==> src/rtl/cordic_post_unit.sv <==
// Final stage of the Sobel CORDIC vectoring chain: undoes the octant fold, compensates
// the CORDIC gain and produces magnitude, full-circle angle and an NMS direction bin.
module cordic_post_unit #(
  parameter int DW       = 16,
  parameter int DW_NOR   = 20,
  parameter int T_IR_NUM = 15,
  parameter int MAG_W    = 15,
  parameter int K_COEF   = 39797
) (
  input  logic                     clk,
  input  logic                     rst,
  input  logic [2:0]               oct_in,
  input  logic                     din_vsync,
  input  logic                     din_hsync,
  input  logic signed [DW-1:0]     din_x,
  input  logic signed [DW_NOR-1:0] din_z,
  output logic                     dout_vsync,
  output logic                     dout_hsync,
  output logic [MAG_W-1:0]         dout_mag,
  output logic [DW_NOR-1:0]        dout_ang,
  output logic [1:0]               dout_bin
);

  localparam int PROD_W = DW + 16;
  localparam int SH_W   = PROD_W - 15;

  localparam logic [DW_NOR-1:0] ANG_22  = DW_NOR'(1) << (DW_NOR - 4);
  localparam logic [DW_NOR-1:0] ANG_45  = DW_NOR'(1) << (DW_NOR - 3);
  localparam logic [DW_NOR-1:0] ANG_90  = DW_NOR'(1) << (DW_NOR - 2);
  localparam logic [DW_NOR-1:0] ANG_180 = DW_NOR'(1) << (DW_NOR - 1);
  localparam logic [PROD_W-1:0] K_EXT   = PROD_W'(K_COEF);
  localparam logic [PROD_W:0]   RND     = (PROD_W + 1)'(1) << 15;
  localparam logic [SH_W-1:0]   MAG_MAX = SH_W'((1 << MAG_W) - 1);

  // Octant flags ride a free-running line so they emerge alongside the chain's x/z.
  logic [2:0] oct_tap [T_IR_NUM+1];
  assign oct_tap[0] = oct_in;

  generate
    for (genvar gi = 0; gi < T_IR_NUM; gi++) begin : g_oct_line
      logic [2:0] stage_reg;
      always_ff @(posedge clk) begin
        if (rst) stage_reg <= '0;
        else     stage_reg <= oct_tap[gi];
      end
      assign oct_tap[gi+1] = stage_reg;
    end
  endgenerate

  logic [2:0]        oct_d;
  logic [DW-2:0]     x_c;
  logic [DW_NOR-1:0] z_u;
  logic [DW_NOR-1:0] z_c;
  logic [DW_NOR-1:0] a1;
  logic [DW_NOR-1:0] a2;
  logic [DW_NOR-1:0] a3_next;
  logic [PROD_W-1:0] prod_next;

  assign oct_d = oct_tap[T_IR_NUM];

  always_comb begin
    x_c = din_x[DW-1] ? '0 : din_x[DW-2:0];
    z_u = din_z;
    if (din_z[DW_NOR-1])   z_c = '0;
    else if (z_u > ANG_45) z_c = ANG_45;
    else                   z_c = z_u;
    a1        = oct_d[2] ? ANG_90 - z_c : z_c;
    a2        = oct_d[1] ? ANG_180 - a1 : a1;
    a3_next   = oct_d[0] ? '0 - a2 : a2;
    prod_next = PROD_W'(x_c) * K_EXT;
  end

  logic              vs1_reg;
  logic              hs1_reg;
  logic [PROD_W-1:0] prod_reg;
  logic [DW_NOR-1:0] a3_reg;

  always_ff @(posedge clk) begin
    if (rst) begin
      vs1_reg  <= 1'b0;
      hs1_reg  <= 1'b0;
      prod_reg <= '0;
      a3_reg   <= '0;
    end else begin
      vs1_reg <= din_vsync;
      hs1_reg <= din_hsync;
      if (din_hsync) begin
        prod_reg <= prod_next;
        a3_reg   <= a3_next;
      end else begin
        prod_reg <= '0;
        a3_reg   <= '0;
      end
    end
  end

  logic [PROD_W:0]  rnd_sum;
  logic [SH_W-1:0]  mag_full;
  logic [MAG_W-1:0] mag_next;
  logic [1:0]       bin_next;

  // Bin: shift by 22.5 deg, take the 45 deg sector index, keep it mod 4 (i.e. mod 180 deg).
  always_comb begin
    rnd_sum  = {1'b0, prod_reg} + RND;
    mag_full = SH_W'(rnd_sum >> 16);
    mag_next = (mag_full > MAG_MAX) ? MAG_W'(MAG_MAX) : MAG_W'(mag_full);
    bin_next = 2'((a3_reg + ANG_22) >> (DW_NOR - 3));
  end

  always_ff @(posedge clk) begin
    if (rst) begin
      dout_vsync <= 1'b0;
      dout_hsync <= 1'b0;
      dout_mag   <= '0;
      dout_ang   <= '0;
      dout_bin   <= '0;
    end else begin
      dout_vsync <= vs1_reg;
      dout_hsync <= hs1_reg;
      if (hs1_reg) begin
        dout_mag <= mag_next;
        dout_ang <= a3_reg;
        dout_bin <= bin_next;
      end else begin
        dout_mag <= '0;
        dout_ang <= '0;
        dout_bin <= '0;
      end
    end
  end

endmodule

==> config.mk <==
export PLATFORM = sky130hd
export DESIGN_NAME = cordic_post_unit
export DESIGN_NICKNAME = d
export VERILOG_FILES = /design/src/rtl/cordic_post_unit.sv
export SDC_FILE = /design/constraint.sdc
export NUM_CORES = 1
export LEC_CHECK = 0
export ABC_CLOCK_PERIOD_IN_PS = 12700
export CAP_MARGIN = 10
export CELL_PAD_IN_SITES_DETAIL_PLACEMENT = 2
export CELL_PAD_IN_SITES_GLOBAL_PLACEMENT = 2
export CORE_ASPECT_RATIO = 0.6
export CORE_MARGIN = 2
export CORE_UTILIZATION = 29
export CTS_CLUSTER_SIZE = 16
export DETAILED_ROUTE_END_ITERATION = 10
export GPL_TIMING_DRIVEN = 0
export HOLD_SLACK_MARGIN = 0.05
export PLACE_DENSITY = 0.75
export SYNTH_ARGS = -nofsm -noshare
export SYNTH_HDL_FRONTEND = slang
export SYNTH_SLANG_ARGS = --single-unit
==> constraint.sdc <==
create_clock -name clk -period 12.7 [get_ports clk]
set_input_delay 1.905 -clock clk [delete_from_list [all_inputs] [get_ports clk]]
set_output_delay 1.905 -clock clk [all_outputs]
set_load 0.005 [all_outputs]
==> flow_summary.yaml, run 1 <==
yosys:
  netlist_area_um2: 9920
  synth_nets: 1319
  yosys.area_share.simple_pct: 17.5
  synth.most_common_cell: "inv_1"
  synth_mux_area_share_pct: 0.820
  async_flop_share_pct: 0
  synth_commonest_cells: "inv_1 (177), dfxtp_1 (122), ha_1 (111)"
  synth_top_family_by_area: "adder cells"
  syn_area_per_cell_um2: 9.25
  ys_ff_latch: 122
  seq_area_frac_synth_pct: 24.6
  yosys.area.top_type_share_pct: 24.6
  synth_xor_area_share_pct: 5.12
  synth_compound_area_share_pct: 11.0
  synth_warnings: 0
  syn_inst: 1072
  synth_flop_cell: "dfxtp_1"
  synth-edff-count: 0
  ys_types: 76
  synth_adder_area_share_pct: 32.8
  synthTopCellsByArea: "dfxtp_1 (25%), fa_1 (19%), ha_1 (14%), inv_1 (6.7%), nor2b_1 (3.7%)"
  synth_top_cell_by_area: "dfxtp_1"
power:
  power_frac_clock_pct: 27.7
  peakVddDrop_mv: 0.107
  p_total_mw: 1.81
  p_leak_nw: 5.34
  p_switching_mw: 0.718
  power.density_nw_per_um2: 152
  p_int_mw: 1.09
  seqPwrFrac_pct: 22.8
  p_comb_share_pct: 49.4
  power.share.switching_pct: 39.7
clock_network:
  cts_resized: 0
  ctsHoldBuffers: 0
  clk_latency_ps: 420
  cts.sinks: 122
  root_buffer: "clkbuf_16"
  cts_tree: "yes"
  cts_buffers: 17
  post_cts_buffers: 0
  h-tree-depth: 4
  clock_path_buffers: 2
  clkTransAtPathRegs_ps: 70
final_layout:
  drive_gt1_share_pct: 5.23
  fin_area_um2: 11900
  largest_register_ffs: 45
  syn2layout_area_growth_pct: 20.1
  nets: 1419
timing:
  fmaxAchievable_mhz: 104
  hold_violations: 0
  final.min_clock_period_ps: 9620
  setup_viol_count_final: 0
  rsz0062_at_grt: "false"
  maxSlewHeadroom_pct: 15.3
  clock_skew_ps: 11.8
  slew_viol_final: 0
  final.setup.tns_ps: 0
  worst_pin_slew_ps: 1260
  finalCritPeriodShare_pct: 75.7
setup_path:
  cp.arrival_ps: 9910
  cp_max_fo: 10
  required_ps: 12990
  critPathCaptureType: "register"
  r2r_end: "a3_reg[16]"
  critPathKind: "primary input to register"
  reg2reg_slack_ps: 7600
  crit-reg2reg-launch: "g_oct_line[14].stage_reg[2]"
  rr_worst_depth: 15
  cp-start-kind: "primary input"
floorplanning:
  coreArea_um2: 33700
  die_h_um: 147
  initial_core_util_pct: 29.4
  io_pins: 82
  die-area_um2: 35700
  die_w_um: 243
  row_count: 52
grt:
  gr-total-overflow: 0
  grt_max_degree: 17
  grt_busiest_layer: "met1"
  grtUsageMet2_pct: 25.2
  grt_pass1_wl_mm: 49.1
  track_usage_pct: 17.8
  grt_pass1_vias: 8528
  met1_usage_pct: 28.2
  antenna_found_initial: 0
  use_met3_pct: 3.64
worst_hold_path:
  hold_end: "dout_ang[3]"
  holdPathStages: 1
  hp-start: "a3_reg[3]"
  hold_path.class: "register to register"
placement:
  gp_congestion: 0.878
  io_buffers: 80
  place_area_um2: 11300
  detailed_place_hpwl_mm: 26.2
routing:
  finalWirelength_mm: 30.7
  dr_total_vias: 7881
  wl_per_cell_um: 18.6
  vias_per_cell: 4.79
  drtAntennaViolNets: 0
  first_iter_violations: 401
  drc: 0
  firstDrtPassIters: 5
run:
  drv_cap: 0
run_status:
  outcome: "finished, final reports clean"
-- placed cells by master (no fill, tap or decap), types with 9 or more instances in the layout --
| master | Yosys | routed |
|---|---|---|
| nor2b_1 | 58 | 58 |
| ha_1 | 111 | 111 |
| nand2b_1 | 21 | 21 |
| o21ai_0 | 19 | 19 |
| nor2_1 | 62 | 62 |
| and2_1 | 24 | 24 |
| clkdlybuf4s50_1 | 0 | 80 |
| xor2_1 | 25 | 25 |
| inv_1 | 177 | 177 |
| dfxtp_1 | 122 | 122 |
| xnor2_1 | 33 | 33 |
| fa_1 | 93 | 93 |
| clkbuf_16 | 0 | 17 |
| nand3_1 | 27 | 27 |
| o31ai_1 | 9 | 9 |
| nor3_1 | 17 | 17 |
| clkbuf_1 | 24 | 25 |
| a21oi_1 | 44 | 44 |
| nand2_1 | 42 | 42 |
-- layer usage --
| metal | vias up | part of all wire (%) |
|---|---|---|
| li1 | 3750 | - |
| met1 | 3988 | 55 |
| met2 | 132 | 41 |
| met3 | 11 | 4.3 |
| met4 | 0 | 0.33 |
| met5 | - | 0 |
-- worst max-delay path, stage by stage --
cell             delay (ps)
clkdlybuf4s50_1         540
clkbuf_1                360
nor2b_1                 750
fa_1                    560
inv_1                   100
fa_1                    470
fa_1                    580
inv_1                    70
fa_1                    500
fa_1                    530
ha_1                    320
ha_1                    360
a21oi_1                 240
nor2b_1                  80
nor2_1                  260
o21ai_0                 220
o32ai_1                 570
nor3_1                  190
o31ai_1                 520
o2111ai_1               290
a21oi_1                 260
xor2_1                  170
nor2_1                   50
-- cell type report --
class                      instances  area, um^2
multi-input combinational        739        6670
antenna                            1        2.50
timing repair buffer              81         806
fill                            3786       21800
tap                              459         574
inverter                         179         672
clock inverter                    13         166
sequential                       122        2440
buffer                            32         133
clock buffer                      19         443
-- kinds of logic after synthesis --
kind of cell | count (synthesis)
buffers and inverters | 211
DFF | 122
and+or+nand+nor | 314
AOI/OAI and AO/OA | 155
xor gates and xnor gates | 58
adders and majority gates | 204
muxes | 8
-- power groups by stage --
stage / combinational (mW) / sequential [mW] / clock, mW
after detailed placement: 0.892 / 0.422 / 0
after floorplan: 0.632 / 0.418 / 0
after global routing: 1.04 / 0.416 / 0.535
final: 0.895 / 0.413 / 0.502
after global placement: 0.841 / 0.421 / 0
after CTS: 0.905 / 0.414 / 0.514
-- how the worst max path moves through the flow --
stage | startpoint | to | slack, ps | cells past startpoint
2_1_floorplan | din_x[15] | prod_reg[30] | 4620 | 25
3_3_place_gp | din_x[15] | prod_reg[30] | 2110 | 26
3_5_place_dp | din_x[15] | prod_reg[30] | 1910 | 26
4_1_cts | din_x[15] | prod_reg[30] | 2280 | 26
5_1_grt | din_x[15] | prod_reg[30] | 2560 | 27
6_report | din_x[15] | prod_reg[30] | 3080 | 23
-- through the flow --
stage	util, %	hold WS (ps)	std cells	setup WS, ps
2_1_floorplan	-	406	1072	4620
3_3_place_gp	33.5	408	1611	2110
3_5_place_dp	33.5	418	1611	1910
4_1_cts	35.3	424	1643	2280
5_1_grt	35.3	444	1644	2560
6_report	35.3	422	1645	3080
Note: power is estimated with default switching activity, not from simulation.
==> inputs of run 2 (changes only) <==
ABC_CLOCK_PERIOD_IN_PS = 9700   (was 12700)
clock period = 9.7 ns   (was 12.7 ns; I/O delays follow)
==> flow_summary.yaml, run 2 (synthesis results as in run 1) <==
final_layout:
  final_core_util_pct: 35.4
  finalNonFillerCells: 1643
  nets: 1418
  largest_register_ffs: 45
  final_common_cell: "inv_1"
  fill_cells: 3782
  mostFrequentLayoutCells: "inv_1 (177), dfxtp_1 (122), ha_1 (111)"
  syn2layout_area_growth_pct: 20.1
  insertedDiodeCount: 0
  drive_gt1_share_pct: 5.41
run:
  drv_cap: 0
setup_path:
  path_buf_inv: 4
  cp_max_fo: 10
  crit_top_cell: "fa_1"
  crit_path_cell_trace: "clkdlybuf4s50_1 -> clkbuf_2 -> nor2b_1 -> fa_1 -> inv_1 -> fa_1 -> fa_1 -> inv_1 -> fa_1 -> fa_1 -> ha_1 -> ha_1 -> a21oi_1 -> nor2b_1 -> nor2_1 -> o21ai_0 -> a2111oi_2 -> nor3_1 -> o31ai_1 -> o2111ai_1 -> a21oi_1 -> xor2_1 -> nor2_1"
  cp.depth: 23
  required_ps: 9990
  rr_worst_depth: 15
  slowest_stage: "nor2b_1"
  critPathKind: "primary input to register"
  critPathMaxStageDelay_ps: 720
  critPathCaptureType: "register"
  cp_top_family: "adder cells"
  cp-start-kind: "primary input"
  cp.arrival_ps: 9470
power:
  peakVddDrop_mv: 0.141
  seqPwrFrac_pct: 22.8
  p_int_mw: 1.43
  p_total_mw: 2.37
  p_switching_mw: 0.943
  p_comb_share_pct: 49.4
  power.share.switching_pct: 39.7
  power.density_nw_per_um2: 199
  p_leak_nw: 5.34
  power_frac_clock_pct: 27.8
timing:
  fin_hold_ws_ps: 422
  fmaxAchievable_mhz: 109
  final.min_clock_period_ps: 9180
  maxSlewHeadroom_pct: 18.7
  finalCritPeriodShare_pct: 94.7
  slew_viol_final: 0
  setup_ws_ps: 517
  rsz0062_at_grt: "false"
  worst_pin_slew_ps: 1210
  clock_skew_ps: 11.5
  setup_viol_count_final: 0
  hold_violations: 0
clock_network:
  post_cts_buffers: 0
  clk_latency_ps: 420
  cts.sinks: 122
  ctsHoldBuffers: 0
  clock_path_buffers: 2
  cts_resized: 1
  cts_tree: "yes"
  root_buffer: "clkbuf_16"
  cts_buffers: 17
  h-tree-depth: 4
  clkTransAtPathRegs_ps: 70
placement:
  detailed_place_hpwl_mm: 26.2
  placedCellCount: 1611
  io_buffers: 80
  gp_congestion: 0.878
  post-place-ws_ps: -641
routing:
  first_iter_violations: 399
  drtAntennaViolNets: 0
  firstDrtPassIters: 4
  finalWirelength_mm: 30.6
  dr_total_vias: 7886
  vias_per_cell: 4.80
  wl_per_cell_um: 18.7
  drc: 0
worst_hold_path:
  hold_path.class: "register to register"
  holdPathStages: 1
floorplanning:
  die_h_um: 147
  row_count: 52
  initial_core_util_pct: 29.4
  io_pins: 82
  coreArea_um2: 33700
  die_w_um: 243
  die-area_um2: 35700
grt:
  grt_pass1_vias: 8528
  grt_pass1_wl_mm: 49.1
  antenna_found_initial: 0
  gr-total-overflow: 0
  grt_max_degree: 17
  track_usage_pct: 17.8
run_status:
  outcome: "finished, final reports clean"
## run 2: worst paths after layout
| path | from | end | slack (ps) |
|---|---|---|---|
| max | din_x[15] | prod_reg[30] | 520 |
| min | a3_reg[3] | dout_ang[3] | 420 |
| max reg2reg | g_oct_line[14].stage_reg[2] | a3_reg[16] | 4600 |
| min reg2reg | a3_reg[3] | dout_ang[3] | 420 |
## run 2: layout make-up
| type | count | area (um^2) | area share, % |
|---|---|---|---|
| plain buffers | 32 | 134 | 1.12 |
| clock buffers | 19 | 443 | 3.72 |
| well taps | 459 | 574 | 4.82 |
| flip-flops and latches | 122 | 2440 | 20.5 |
| multi-input cells | 739 | 6680 | 56.1 |
| inverters | 179 | 672 | 5.64 |
| repair buffers | 80 | 801 | 6.72 |
| clock inverters | 13 | 166 | 1.40 |
## run 2: power by group through the flow
stage | combinational (mW) | sequential, mW | clock (mW)
floorplan | 0.827 | 0.547 | 0
detailed placement | 1.17 | 0.552 | 0
CTS | 1.19 | 0.542 | 0.673
finish | 1.17 | 0.542 | 0.658
global placement | 1.10 | 0.551 | 0
global route | 1.37 | 0.544 | 0.701
## run 2: stage by stage
| step | TNS, ps | area [um^2] |
|---|---|---|
| after detailed placement | -2090 | 11300 |
| after global routing | 0 | 11900 |
| after CTS | 0 | 11900 |
| after global placement | -1130 | 11300 |
| after floorplan | 0 | 9920 |
| final | 0 | 11900 |
## run 2: layer usage
metal  wire, um  vias up  track usage, %
li1           -     3744               -
met1      16900     4007            28.2
met2      12400      122            25.2
met3       1210       13            3.64
met4        108        0            2.06
met5          0        -               0
==> inputs of run 3 (changes only) <==
CORE_UTILIZATION = 38   (was 29)
PLACE_DENSITY = 0.92   (was 0.75)
==> flow_summary.yaml, run 3 (synthesis results as in run 1) <==
run_status:
  outcome: "finished, final reports clean"
clock_network:
  cts_buffers: 17
  clk_latency_ps: 440
  ctsHoldBuffers: 0
  cts.sinks: 122
  root_buffer: "clkbuf_16"
  clock_path_buffers: 2
  post_cts_buffers: 0
  clkTransAtPathRegs_ps: 50
  cts_resized: 1
  h-tree-depth: 4
  cts_tree: "yes"
routing:
  dr_total_vias: 8528
  wl_per_cell_um: 24.0
  vias_per_cell: 5.56
  finalWirelength_mm: 36.8
  drc: 0
  first_iter_violations: 547
  drtAntennaViolNets: 0
  firstDrtPassIters: 5
setup_path:
  slowest_stage: "a2111oi_2"
  required_ps: 9980
  path_buf_inv: 7
  critPathCapture: "prod_reg[30]"
  cp.depth: 26
  critPathMaxStageDelay_ps: 670
  crit-reg2reg-launch: "g_oct_line[14].stage_reg[2]"
  critPathLaunch: "din_x[15]"
  rr_worst_depth: 15
  reg2reg_slack_ps: 4370
  cp.arrival_ps: 9370
  r2r_end: "a3_reg[10]"
  cp-start-kind: "primary input"
  crit_top_cell: "fa_1"
  cp_max_fo: 11
  cp_top_family: "adder cells"
  critPathCaptureType: "register"
  critPathKind: "primary input to register"
final_layout:
  finalNonFillerCells: 1535
  final_core_util_pct: 46.1
  final_common_cell: "inv_1"
  nets: 1418
  largest_register_ffs: 45
  mostFrequentLayoutCells: "inv_1 (177), dfxtp_1 (122), ha_1 (111)"
  syn2layout_area_growth_pct: 18.4
  drive_gt1_share_pct: 5.33
power:
  power.density_nw_per_um2: 210
  p_leak_nw: 5.33
  peakVddDrop_mv: 0.124
  p_total_mw: 2.47
timing:
  finalCritPeriodShare_pct: 93.7
  rsz0062_at_grt: "false"
  slew_viol_final: 0
  clock_skew_ps: 11.5
  final.min_clock_period_ps: 9090
  maxSlewHeadroom_pct: 20.2
  worst_pin_slew_ps: 1190
  fmaxAchievable_mhz: 110
  setup_viol_count_final: 0
  hold_violations: 0
grt:
  grt_pass1_vias: 9426
  grt_pass1_wl_mm: 56.4
  grt_max_degree: 17
  gr-total-overflow: 0
  antenna_found_initial: 1
  track_usage_pct: 27.9
floorplanning:
  initial_core_util_pct: 39.0
  die-area_um2: 27500
  die_h_um: 129
  row_count: 45
  io_pins: 82
  coreArea_um2: 25400
  die_w_um: 213
run:
  drv_cap: 0
worst_hold_path:
  holdPathStages: 1
  hold_path.class: "register to register"
placement:
  io_buffers: 80
  placedCellCount: 1504
  detailed_place_hpwl_mm: 30.0
  gp_congestion: 0.925
[run 3: worst reg2reg max path: cells and delay by family (launching register included)]
family          cells  cell delay (ps)
xor+xnor            1              300
simple gates        6             1750
flops               1              420
buf+inv             3             1440
compound gates      3              710
fa+ha+maj           2              650
[run 3: worst min-delay path by stage]
stage	from	slack, ps	end
2_1_floorplan	a3_reg[0]	410	dout_ang[0]
3_3_place_gp	a3_reg[3]	410	dout_ang[3]
3_5_place_dp	a3_reg[3]	420	dout_ang[3]
4_1_cts	a3_reg[13]	430	dout_ang[13]
5_1_grt	a3_reg[13]	450	dout_ang[13]
6_report	a3_reg[13]	430	dout_ang[13]
[run 3: power breakdown]
part           leakage (nW)  internal [mW]  total, mW  switching [mW]
combinational          4.06          0.519       1.31           0.794
clock                 0.281          0.381      0.611           0.230
sequential            0.988          0.524      0.546          0.0213
[run 3: per-stage QoR]
step / instance area [um^2] / setup TNS [ps] / setup slack [ps] / hold slack, ps
6_report: 11700 / 0 / 610 / 427
5_1_grt: 11700 / 0 / 116 / 445
4_1_cts: 11700 / 0 / 81.6 / 434
3_5_place_dp: 11200 / -1180 / -437 / 421
3_3_place_gp: 11200 / -276 / -194 / 408
2_1_floorplan: 9920 / 0 / 2070 / 406
[run 3: layout make-up]
type,instances,area [um^2]
Clock buffer,23,498
Fill cell,2776,13700
Inverter,179,672
Clock inverter,7,66.3
Sequential cell,122,2440
Multi-Input combinational cell,739,6690
Antenna cell,1,2.50
Tap cell,352,440
Buffer,32,134
Timing Repair Buffer,80,801
[run 3: routing by layer]
layer	global-route usage, %	part of all wire, %	up-vias
li1	-	-	3739
met1	36.3	44	4332
met2	44.1	45	347
met3	6.42	6.5	110
met4	13.7	5.0	0
met5	0	0	-
